## src/rtl/kick_scorer.sv

```systemverilog
// Kick scorer: arms on round_start, captures the kick counter on a synchronised press and grades it.
// Optional KICK_PERFECT_EN: perfect hits (within WINDOW/4) pulse `perfect` and earn 2 points.
module kick_scorer #(
   parameter logic [15:0] TARGET   = 16'd21920,
   parameter logic [15:0] WINDOW   = 16'd2000,
   parameter logic [15:0] MAXCOUNT = 16'd43840
) (
   input  logic        clk,
   input  logic        resetn,
   input  logic [15:0] count,
   input  logic        kick,
   input  logic        round_start,
   input  logic        score_clr,
   output logic        armed,
   output logic        hit,
   output logic        miss,
   output logic        perfect,
   output logic [7:0]  score,
   output logic [3:0]  streak,
   output logic [3:0]  best_streak
);

   typedef enum logic [1:0] {IDLE, ARMED, JUDGE} state_t;

   state_t      state;
   logic        s1, s2, s3;
   logic        press;
   logic [15:0] cap;
   logic [16:0] diff;
   logic        is_hit;
   logic        is_perf;
   logic [1:0]  inc;
   logic [8:0]  score_sum;
   logic [7:0]  score_sat;
   logic [3:0]  streak_inc;
   logic [3:0]  best_next;

   assign press = s2 & ~s3;

   always_comb begin
      diff = (cap >= TARGET) ? ({1'b0, cap} - {1'b0, TARGET})
                             : ({1'b0, TARGET} - {1'b0, cap});
      is_hit = (diff <= {1'b0, WINDOW});
`ifdef KICK_PERFECT_EN
      is_perf = is_hit && (diff <= {3'b000, WINDOW[15:2]});
      inc     = is_perf ? 2'd2 : 2'd1;
`else
      is_perf = 1'b0;
      inc     = 2'd1;
`endif
      score_sum  = {1'b0, score} + {7'b0, inc};
      score_sat  = score_sum[8] ? 8'hFF : score_sum[7:0];
      streak_inc = (streak == 4'hF) ? 4'hF : streak + 4'd1;
      best_next  = (streak_inc > best_streak) ? streak_inc : best_streak;
   end

   always_ff @(posedge clk or negedge resetn) begin
      if (!resetn) begin
         state       <= IDLE;
         s1          <= 1'b0;
         s2          <= 1'b0;
         s3          <= 1'b0;
         cap         <= '0;
         armed       <= 1'b0;
         hit         <= 1'b0;
         miss        <= 1'b0;
         score       <= '0;
         streak      <= '0;
         best_streak <= '0;
      end else begin
         s1   <= kick;
         s2   <= s1;
         s3   <= s2;
         hit  <= 1'b0;
         miss <= 1'b0;
         case (state)
            IDLE: begin
               if (round_start) begin
                  state <= ARMED;
                  armed <= 1'b1;
               end
            end
            ARMED: begin
               // A press edge beats a same-cycle terminal count.
               if (press) begin
                  cap   <= count;
                  state <= JUDGE;
                  armed <= 1'b0;
               end else if (count == MAXCOUNT) begin
                  miss   <= 1'b1;
                  streak <= '0;
                  state  <= IDLE;
                  armed  <= 1'b0;
               end
            end
            JUDGE: begin
               state <= IDLE;
               if (is_hit) begin
                  hit         <= 1'b1;
                  score       <= score_sat;
                  streak      <= streak_inc;
                  best_streak <= best_next;
               end else begin
                  miss   <= 1'b1;
                  streak <= '0;
               end
            end
            default: begin
               state <= IDLE;
               armed <= 1'b0;
            end
         endcase
         // Clear overrides any same-cycle score update; pulses and state are untouched.
         if (score_clr) begin
            score       <= '0;
            streak      <= '0;
            best_streak <= '0;
         end
      end
   end

`ifdef KICK_PERFECT_EN
   always_ff @(posedge clk or negedge resetn) begin
      if (!resetn) perfect <= 1'b0;
      else         perfect <= (state == JUDGE) && is_perf;
   end
`else
   assign perfect = 1'b0;
`endif

endmodule

```

## config.mk

```make
export PLATFORM = sky130hd
export DESIGN_NAME = kick_scorer
export DESIGN_NICKNAME = d
export VERILOG_FILES = /design/src/rtl/kick_scorer.sv
export SDC_FILE = /design/constraint.sdc
export NUM_CORES = 1
export LEC_CHECK = 0
export ABC_AREA = 1
export BUFFER_PORTS_ARGS = -buffer_cell sky130_fd_sc_hd__buf_2
export CORE_UTILIZATION = 28
export DETAILED_ROUTE_END_ITERATION = 8
export GPL_TIMING_DRIVEN = 0
export PLACE_DENSITY_LB_ADDON = 0.12
export SETUP_SLACK_MARGIN = 0.15
export SYNTH_ARGS = -nofsm -noshare
export SYNTH_HDL_FRONTEND = slang
export SYNTH_SLANG_ARGS = --single-unit
```

## constraint.sdc

```tcl
create_clock -name clk -period 2.7 [get_ports clk]
set_clock_uncertainty 0.2 [all_clocks]
set_input_delay 0.54 -clock clk [delete_from_list [all_inputs] [get_ports clk]]
set_output_delay 0.54 -clock clk [all_outputs]
set_load 0.005 [all_outputs]
```

== Word level (Yosys, flattened, before mapping) ==
Cells that the tools add are included.

* Memory bits (read-only): 0
* Memories kept: 0
* Logic and storage cells: 69
* Bits in latches: 0
* Bits in registers: 40
* Input bits: 21
* Output and inout port bits: 20
* Bits in writable memories: 0

* Bitwise gates (word level): 3
* Multiply operators: 0
* $lt $le $gt $ge: 3
* Add/sub/neg operators: 4
* Reductions and logical operators: 11
* Shift-type cells: 0
* Equality and inequality tests: 8
* Div/mod/pow operators: 0
* Mux-type cells: 29

{| class="wikitable"
|+ Operators with widths
! cell !! number
|-
| 2-to-1 mux 4 bit || 9
|-
| 2-to-1 mux 8 bit || 4
|-
| <= comparator 17 x 11 -> 1 bit, second input constant || 1
|-
| 2-to-1 mux 17 bit || 1
|-
| subtractor 15 x 16 -> 17 bit, first input constant || 1
|-
| subtractor 16 x 15 -> 17 bit, second input constant || 1
|-
| equality test 16 bit, second input constant || 1
|-
| greater-or-equal comparator 16 x 15 -> 1 bit, second input constant || 1
|-
| adder 8 x 1 -> 9 bit, second input constant || 1
|-
| != test 3 bit, second input constant || 3
|-
| AND reduction 3 bit || 3
|-
| 2-to-1 mux 1 bit || 8
|-
| one-hot mux 4 bit (2 select lines) || 1
|-
| 2-to-1 mux 2 bit || 3
|-
| AND reduction 2 bit || 3
|-
| nonzero test 2 bit || 3
|-
| adder 4 x 1 -> 4 bit, second input constant || 1
|-
| equality test 4 bit, second input constant || 1
|-
| greater-than comparator 4 bit || 1
|-
| one-hot mux 2 bit (2 select lines) || 1
|-
| one-hot mux 1 bit (3 select lines) || 1
|-
| nonzero test 3 bit || 1
|-
| equality test 2 x 1 -> 1 bit, second input constant || 1
|-
| equality test 2 bit, second input constant || 1
|-
| 5 further kinds || 6
|}

== Logic depth before layout (Yosys ltp) ==
Gate-level depths: netlist (run 1).

* Depth after elaboration: 7
* Gate-level depth with buffers: 18
* Depth with buffers taken out: 17

== Worst setup path before layout (run 1) ==
Ideal clock, no wire load.

* Path type: register -> register
* Start point: register streak[0]
* End point: register best_streak[3]
* Arrival time: 2.140 ns
* Clock period less this slack: 2.458 ns
* Buffers on the path: 0
* Data required time: 2.382 ns
* Setup slack: 0.242 ns
* Setup time: 0.118 ns
* Cell stages (with the launch flop): 13
* Cell sequence: dfrtp_1 ha_1 or2_2 a21oi_1 inv_1 ha_1 o211ai_1 nand2_1 nand2_1 o21ai_0 nand2_2 nand2_1 nand2_1

* Word-level cells in the longest chain between the ends: 6
* Elaborated cells on any way between the ends: 10
* Classes of those cells: add/sub (1); order compare (1); eq/ne (1); mux (5); reduce/logical (2)

{| class="wikitable"
|+ Ends and longest elaborated chain
! element !! RTL line !! source
|-
| from (decl) || 19 || <nowiki>output logic [3:0] streak,</nowiki>
|-
| from (signal assigned) || 101 || <nowiki>streak <= streak_inc;</nowiki>
|-
| adder 4 x 1 -> 4 bit / equality test 4 bit (equally long branches) || 53 || <nowiki>streak_inc = (streak == 4'hF) ? 4'hF : streak + 4'd1;</nowiki>
|-
| 2-to-1 mux 4 bit (*) || 53 ||
|-
| branches (longest 4 deep; another with greater-than comparator 4 bit) || n/a ||
|-
| to (signal assigned) || 102 || <nowiki>best_streak <= best_next;</nowiki>
|-
| to (decl) || 20 || <nowiki>output logic [3:0] best_streak</nowiki>
|}

Every way passes the cells marked *. The select of a mux whose other input is x is not followed.
A chain may end at the register's enable or synchronous reset.

== Final worst setup path (run 1) ==
* Start point: register streak[0]
* End point: register best_streak[0]

Same word-level chain as after synthesis.

==> results.json, run 1 <==
{
  "syn-cell-area_um2": 2950,
  "nets": 532,
  "yosysMostFrequentCell": "nand2_1",
  "io-pin-count": 41,
  "grt-ovfl-total": 0,
  "rr_startpoint": "streak[0]",
  "async_flop_share_pct": 100,
  "antenna_found_initial": 0,
  "final_cell_area_um2": 3510,
  "peakVddDrop_mv": 0.304,
  "power.density_nw_per_um2": 849,
  "startpoint": "streak[0]",
  "die_h_um": 105,
  "vias_per_cell": 4.55,
  "rrSetupSlack_ns": 0.27,
  "period_needed_ns": 2.43,
  "cp_num_cells": 12,
  "synth_top_area_share_pct": 33.9,
  "antenna_cells": 0,
  "synth_xor_area_share_pct": 0.889,
  "required_ns": 2.73,
  "cp_common_cell": "nand2_1",
  "drv_slew": 0,
  "grt_pass1_wl_um": 13300,
  "path_delay_family": "simple AND/OR/NAND/NOR gates",
  "synth_compound_area_share_pct": 8.30,
  "avgSynthCellArea_um2": 6.59,
  "synth_largest_area_cell": "dfrtp_1",
  "cts_htree_levels": 2,
  "worstSetupPathType": "flop to flop",
  "power_mw": 2.98,
  "coreArea_um2": 10300,
  "synth_common_cells": "nand2_1 (134), inv_1 (53), nand3_1 (52), nor2_1 (52), dfrtp_1 (40)",
  "fin_util_pct": 34.2,
  "clock_latency_ns": 0.29,
  "wl_um": 7670,
  "crit_buf_inv": 2,
  "dominantRegCellSynth": "dfrtp_1",
  "portBuffers": 39,
  "route.detailed.drc": 0,
  "synth_top_family_by_area": "simple AND/OR/NAND/NOR gates",
  "worstPathCellList": "ha_1 -> or2_2 -> a21oi_2 -> inv_1 -> ha_1 -> o211ai_1 -> nand2_1 -> nand2_1 -> o21ai_4 -> buf_4 -> nand3_1 -> nand2_1",
  "dp.final_hpwl_um": 5980,
  "detail-route-antenna-nets": 0,
  "pwr-share-clk_pct": 14.0,
  "clk_pin_slew_worst_paths_ns": 0.08,
  "grt_pass1_vias": 2835,
  "yosysSeqAreaShare_pct": 33.9,
  "rows": 37,
  "ys_warn_count": 0,
  "cts_buffers": 5,
  "slowest_stage": "dfrtp_2",
  "power_frac_seq_pct": 31.1,
  "synthMuxAreaShare_pct": 0.339,
  "synth_nets": 480,
  "start_util_pct": 28.7,
  "placed_cell_area_um2": 3320,
  "synthTopCellsByArea": "dfrtp_1 (34%), nand2_1 (17%), nand3_1 (8.8%), inv_1 (6.7%), nor2_1 (6.6%)",
  "fp.dieW_um": 105,
  "hold_class": "flop to flop",
  "rsz0062_at_grt": "false",
  "p_leak_nw": 1.88,
  "cts_buffer_depth": 2,
  "power_switching_mw": 1.45,
  "clock.fmax_ghz": 0.412,
  "run_status": "finished clean",
  "numClockSinks": 40,
  "num-fill-cells": 1147,
  "first_iter_violations": 147,
  "dieArea_um2": 11000,
  "arrival_ns": 2.46,
  "globalplace.congestion": 0.809,
  "drt_first_pass_iters": 6,
  "tightest_slew_ns": 0.893,
  "switching_share_pct": 48.5,
  "hp-start": "s1",
  "ys_types": 32,
  "drive_gt1_share_pct": 21.2,
  "reg2reg_depth": 12,
  "reg2reg_to": "best_streak[0]",
  "hold_violations": 0,
  "area_delta_synth_final_pct": 18.9,
  "synthSimpleGateAreaFrac_pct": 42.1,
  "synthCells": 448,
  "cts-root-buf": "clkbuf_8",
  "cp_max_fo": 5,
  "internal_power_mw": 1.54,
  "num_vias": 2899,
  "power_frac_comb_pct": 54.9,
  "track_usage_pct": 15.0,
  "synth_fa_ha_area_share_pct": 4.66,
  "maxSlewHeadroom_pct": 40.4,
  "fin_crit_sh_pct": 89.9,
  "finalSetupViolCount": 0,
  "ys_seq_elements": 40,
  "cpPeakStageDelay_ns": 0.42,
  "whs_ns": 0.155,
  "cts_tree": "yes",
  "synth_edf_count": 0,
  "endpoint": "best_streak[0]",
  "routedWlPerCell_um": 12.0,
  "grt_start_max_net_pins": 41,
  "cap_violations": 0,
  "critPathCaptureType": "flop",
  "crit_path_start_kind": "flop"
}
[per-stage QoR]
| stage | TNS (ns) | worst slack, ns | cells |
|---|---|---|---|
| floorplan | 0 | 0.242 | 448 |
| global placement | -0.195 | -0.0531 | 623 |
| detailed placement | -0.0895 | -0.0258 | 623 |
| CTS | 0 | 0.174 | 631 |
| global route | 0 | 0.128 | 637 |
| finish | 0 | 0.273 | 637 |
[metal layers]
| layer | global-route usage, % | part of all wire [%] | vias up |
|---|---|---|---|
| li1 | - | - | 1532 |
| met1 | 20.9 | 51 | 1326 |
| met2 | 24.5 | 45 | 33 |
| met3 | 1.81 | 2.3 | 8 |
| met4 | 4.33 | 1.2 | 0 |
| met5 | 0 | 0 | - |
[sequential cells by signal, summed over array words and instances (netlist names)]
signal	flops
cap	16
s1	1
score	8
s2	1
streak	4
s3	1
state	2
hit	1
best_streak	4
armed	1
miss	1
[cells in the final DEF, fill, tap and decap left out, types with 3 or more instances in the layout]
cell        n
nand4_1     8
dfrtp_2     5
o21ai_0    21
nand2_2    11
buf_4       9
buf_2      41
nor2_4      4
dfrtp_1    35
clkbuf_1    4
clkbuf_8    6
nor2_1     50
inv_2       6
inv_1      52
a21oi_1    17
xor2_1      3
ha_1       10
nor2_2      6
nand3_1    52
nand2_1   133
[worst reg2reg max path, delay by kind of cell, from the launching register on]
family / cells / cell delay [ns]
adder cells (fa/ha/maj): 2 / 0.49
AO/OA/AOI/OAI: 3 / 0.48
buffers and inverters: 2 / 0.20
flip-flops: 1 / 0.42
AND/OR/NAND/NOR: 5 / 0.59
[layout make-up]
cell class	instances	area (um^2)	share of cell area, %
Clock buffer	6	82.6	2.35
Timing Repair Buffer	45	240	6.84
Buffer	10	58.8	1.67
Multi-Input combinational cell	336	1700	48.4
Sequential cell	40	1010	28.7
Tap cell	136	170	4.84
Inverter	62	243	6.91
Clock inverter	2	10.0	0.285
[logic make-up after synthesis]
group           Yosys count
flops                    40
mux                       1
simple gates            274
fa+ha+maj                11
compound gates           46
other cells               1
buf+inv                  72
xor+xnor                  3
[timing repair]
item,CTS,global route
endpoints found under the setup margin,12,17
setup buffers,0,6
gates resized for setup,3,21
gates cloned,0,0
pin swaps,0,4
hold buffers,0,0
[worst min-delay path by stage]
stage             to  slack [ns]  cells past startpoint
3_5_place_dp      s2        0.14                      0
6_report          s2        0.15                      0
4_1_cts           s1        0.14                      1
3_3_place_gp      s2        0.13                      0
2_1_floorplan  armed        0.04                      0
5_1_grt           s1        0.13                      1
[power groups by stage]
stage | Clock, mW | Combinational (mW) | Sequential [mW]
floorplan | 0 | 1.22 | 0.878
global placement | 0 | 1.56 | 0.922
detailed placement | 0 | 1.56 | 0.919
CTS | 0.431 | 1.58 | 0.909
global route | 0.458 | 1.90 | 0.953
finish | 0.417 | 1.64 | 0.929
No activity file was read; power rests on OpenSTA's default activity.
==> run 2: changes to the inputs <==
Settings changed: BUFFER_PORTS_ARGS -buffer_cell sky130_fd_sc_hd__buf_2 to -buffer_cell sky130_fd_sc_hd__buf_4.
==> run 2 against run 1 <==
  * Cell count up 0.16%
  * Sequential share of layout area fell by 1.1 points
  * Global-route usage barely moved
  * Largest power group unchanged
==> results.json, run 2 (synthesis gave the netlist of run 1 again) <==
{
  "crit_path_start_kind": "flop",
  "finalSetupViolCount": 0,
  "rsz0062_at_grt": "false",
  "internal_power_mw": 1.66,
  "globalplace.congestion": 0.797,
  "fin_crit_sh_pct": 89.8,
  "routedWlPerCell_um": 12.2,
  "tightest_slew_ns": 0.527,
  "cts-root-buf": "clkbuf_8",
  "period_needed_ns": 2.42,
  "switching_share_pct": 47.2,
  "fp.dieW_um": 105,
  "grt-ovfl-total": 0,
  "cts_tree": "yes",
  "track_usage_pct": 15.0,
  "worstSetupPathType": "flop to flop",
  "run_status": "finished clean",
  "wl_um": 7780,
  "drv_slew": 0,
  "power_switching_mw": 1.48,
  "rr_startpoint": "streak[0]",
  "cap_violations": 0,
  "rrSetupSlack_ns": 0.28,
  "reg2reg_to": "best_streak[1]",
  "biggestRegsByFlops": "cap (16), score (8)",
  "cts_buffers": 5,
  "final_common_cell": "nand2_1",
  "hold_violations": 0,
  "top_register": "cap",
  "arrival_ns": 2.42,
  "peakVddDrop_mv": 0.389,
  "grt_pass1_vias": 2802,
  "largest_reg_flops": 16,
  "grt_start_max_net_pins": 41,
  "detail-route-antenna-nets": 0,
  "grt_pass1_wl_um": 13200,
  "critPathCaptureType": "flop",
  "cts_hold_buf": 0,
  "clock_latency_ns": 0.29,
  "p_leak_nw": 1.91,
  "route.detailed.drc": 0,
  "coreArea_um2": 10300,
  "die_h_um": 105,
  "first_iter_violations": 97,
  "pwr-share-clk_pct": 15.7,
  "cts_htree_levels": 2,
  "rows": 37,
  "num_vias": 2939,
  "start_util_pct": 28.7,
  "numClockSinks": 40,
  "final_cell_area_um2": 3640,
  "hold_class": "input pin to asynchronous set/reset pin",
  "clk_pin_slew_worst_paths_ns": 0.08,
  "dieArea_um2": 11000,
  "layout_common_cells": "nand2_1 (133), inv_1 (52), nor2_1 (50), nand3_1 (50), buf_4 (49)",
  "cts_buffer_depth": 2,
  "maxSlewHeadroom_pct": 64.9,
  "drt_first_pass_iters": 4,
  "nets": 533,
  "cp_max_fo": 5,
  "io-pin-count": 41,
  "reg2reg_depth": 12,
  "required_ns": 2.69,
  "power_frac_seq_pct": 29.4,
  "placed_cell_area_um2": 3420,
  "antenna_found_initial": 0,
  "area_delta_synth_final_pct": 23.1,
  "tns_ns": 0,
  "fin_util_pct": 35.4,
  "power_frac_comb_pct": 54.9,
  "portBuffers": 39,
  "power_mw": 3.14,
  "dp.final_hpwl_um": 6040,
  "antenna_cells": 0,
  "vias_per_cell": 4.61,
  "power.density_nw_per_um2": 865,
  "clock.fmax_ghz": 0.412,
  "drive_gt1_share_pct": 21.3
}
[run 2: stage by stage]
step,worst slack [ns],hold WS (ns),instances
detailed placement,-0.0405,0.138,623
floorplan,0.242,0.0444,448
finish,0.276,0.0120,638
CTS,0.198,0.0305,631
global placement,-0.0822,0.134,623
global route,0.151,0.0396,638
[run 2: cell type report]
class                      instances  area, um^2
tap                              136         170
fill                            1129        6640
timing repair buffer              46         345
clock inverter                     3        42.5
multi-input combinational        336        1710
clock buffer                       5        68.8
sequential                        40        1000
buffer                            10        58.8
inverter                          62         240
[run 2: repair_timing]
item                                   CTS  global route
buffers inserted                         0             7
resized for setup                        3            19
setup endpoints to repair               12            16
endpoints found under the hold margin    0             0
pin swaps                                0             3
[run 2: how the worst max path moves through the flow]
stage | endpoint | cells after the start | from
6_report | best_streak[1] | 12 | streak[0]
5_1_grt | best_streak[3] | 12 | streak[0]
4_1_cts | best_streak[1] | 12 | streak[0]
3_5_place_dp | best_streak[1] | 12 | streak[0]
3_3_place_gp | best_streak[3] | 12 | streak[0]
2_1_floorplan | best_streak[3] | 12 | streak[0]
[run 2: critical path, stage by stage (launching register included)]
cell and delay, ns:
dfrtp_1 0.44, ha_1 0.23, or2_2 0.28, a21oi_2 0.18
inv_1 0.06, ha_1 0.29, o211ai_1 0.09, nand2_1 0.06
nand2_1 0.09, o21ai_4 0.19, nand2_2 0.10, nand2_1 0.06
nand2_1 0.05
[run 2: power by group through the flow]
| stage | Clock, mW | Sequential, mW | Combinational, mW |
|---|---|---|---|
| 2_1_floorplan | 0 | 0.878 | 1.22 |
| 3_3_place_gp | 0 | 0.921 | 1.58 |
| 5_1_grt | 0.536 | 0.954 | 1.98 |
| 6_report | 0.493 | 0.925 | 1.73 |
| 3_5_place_dp | 0 | 0.925 | 1.58 |
| 4_1_cts | 0.514 | 0.915 | 1.59 |
[run 2: metal layers]
| layer | routed length, um | global-route usage, % | part of all wire [%] |
|---|---|---|---|
| met1 | 3850 | 20.3 | 49 |
| met2 | 3610 | 25.0 | 46 |
| met3 | 251 | 1.87 | 3.2 |
| met4 | 73 | 4.33 | 0.94 |
| met5 | 0 | 0 | 0 |
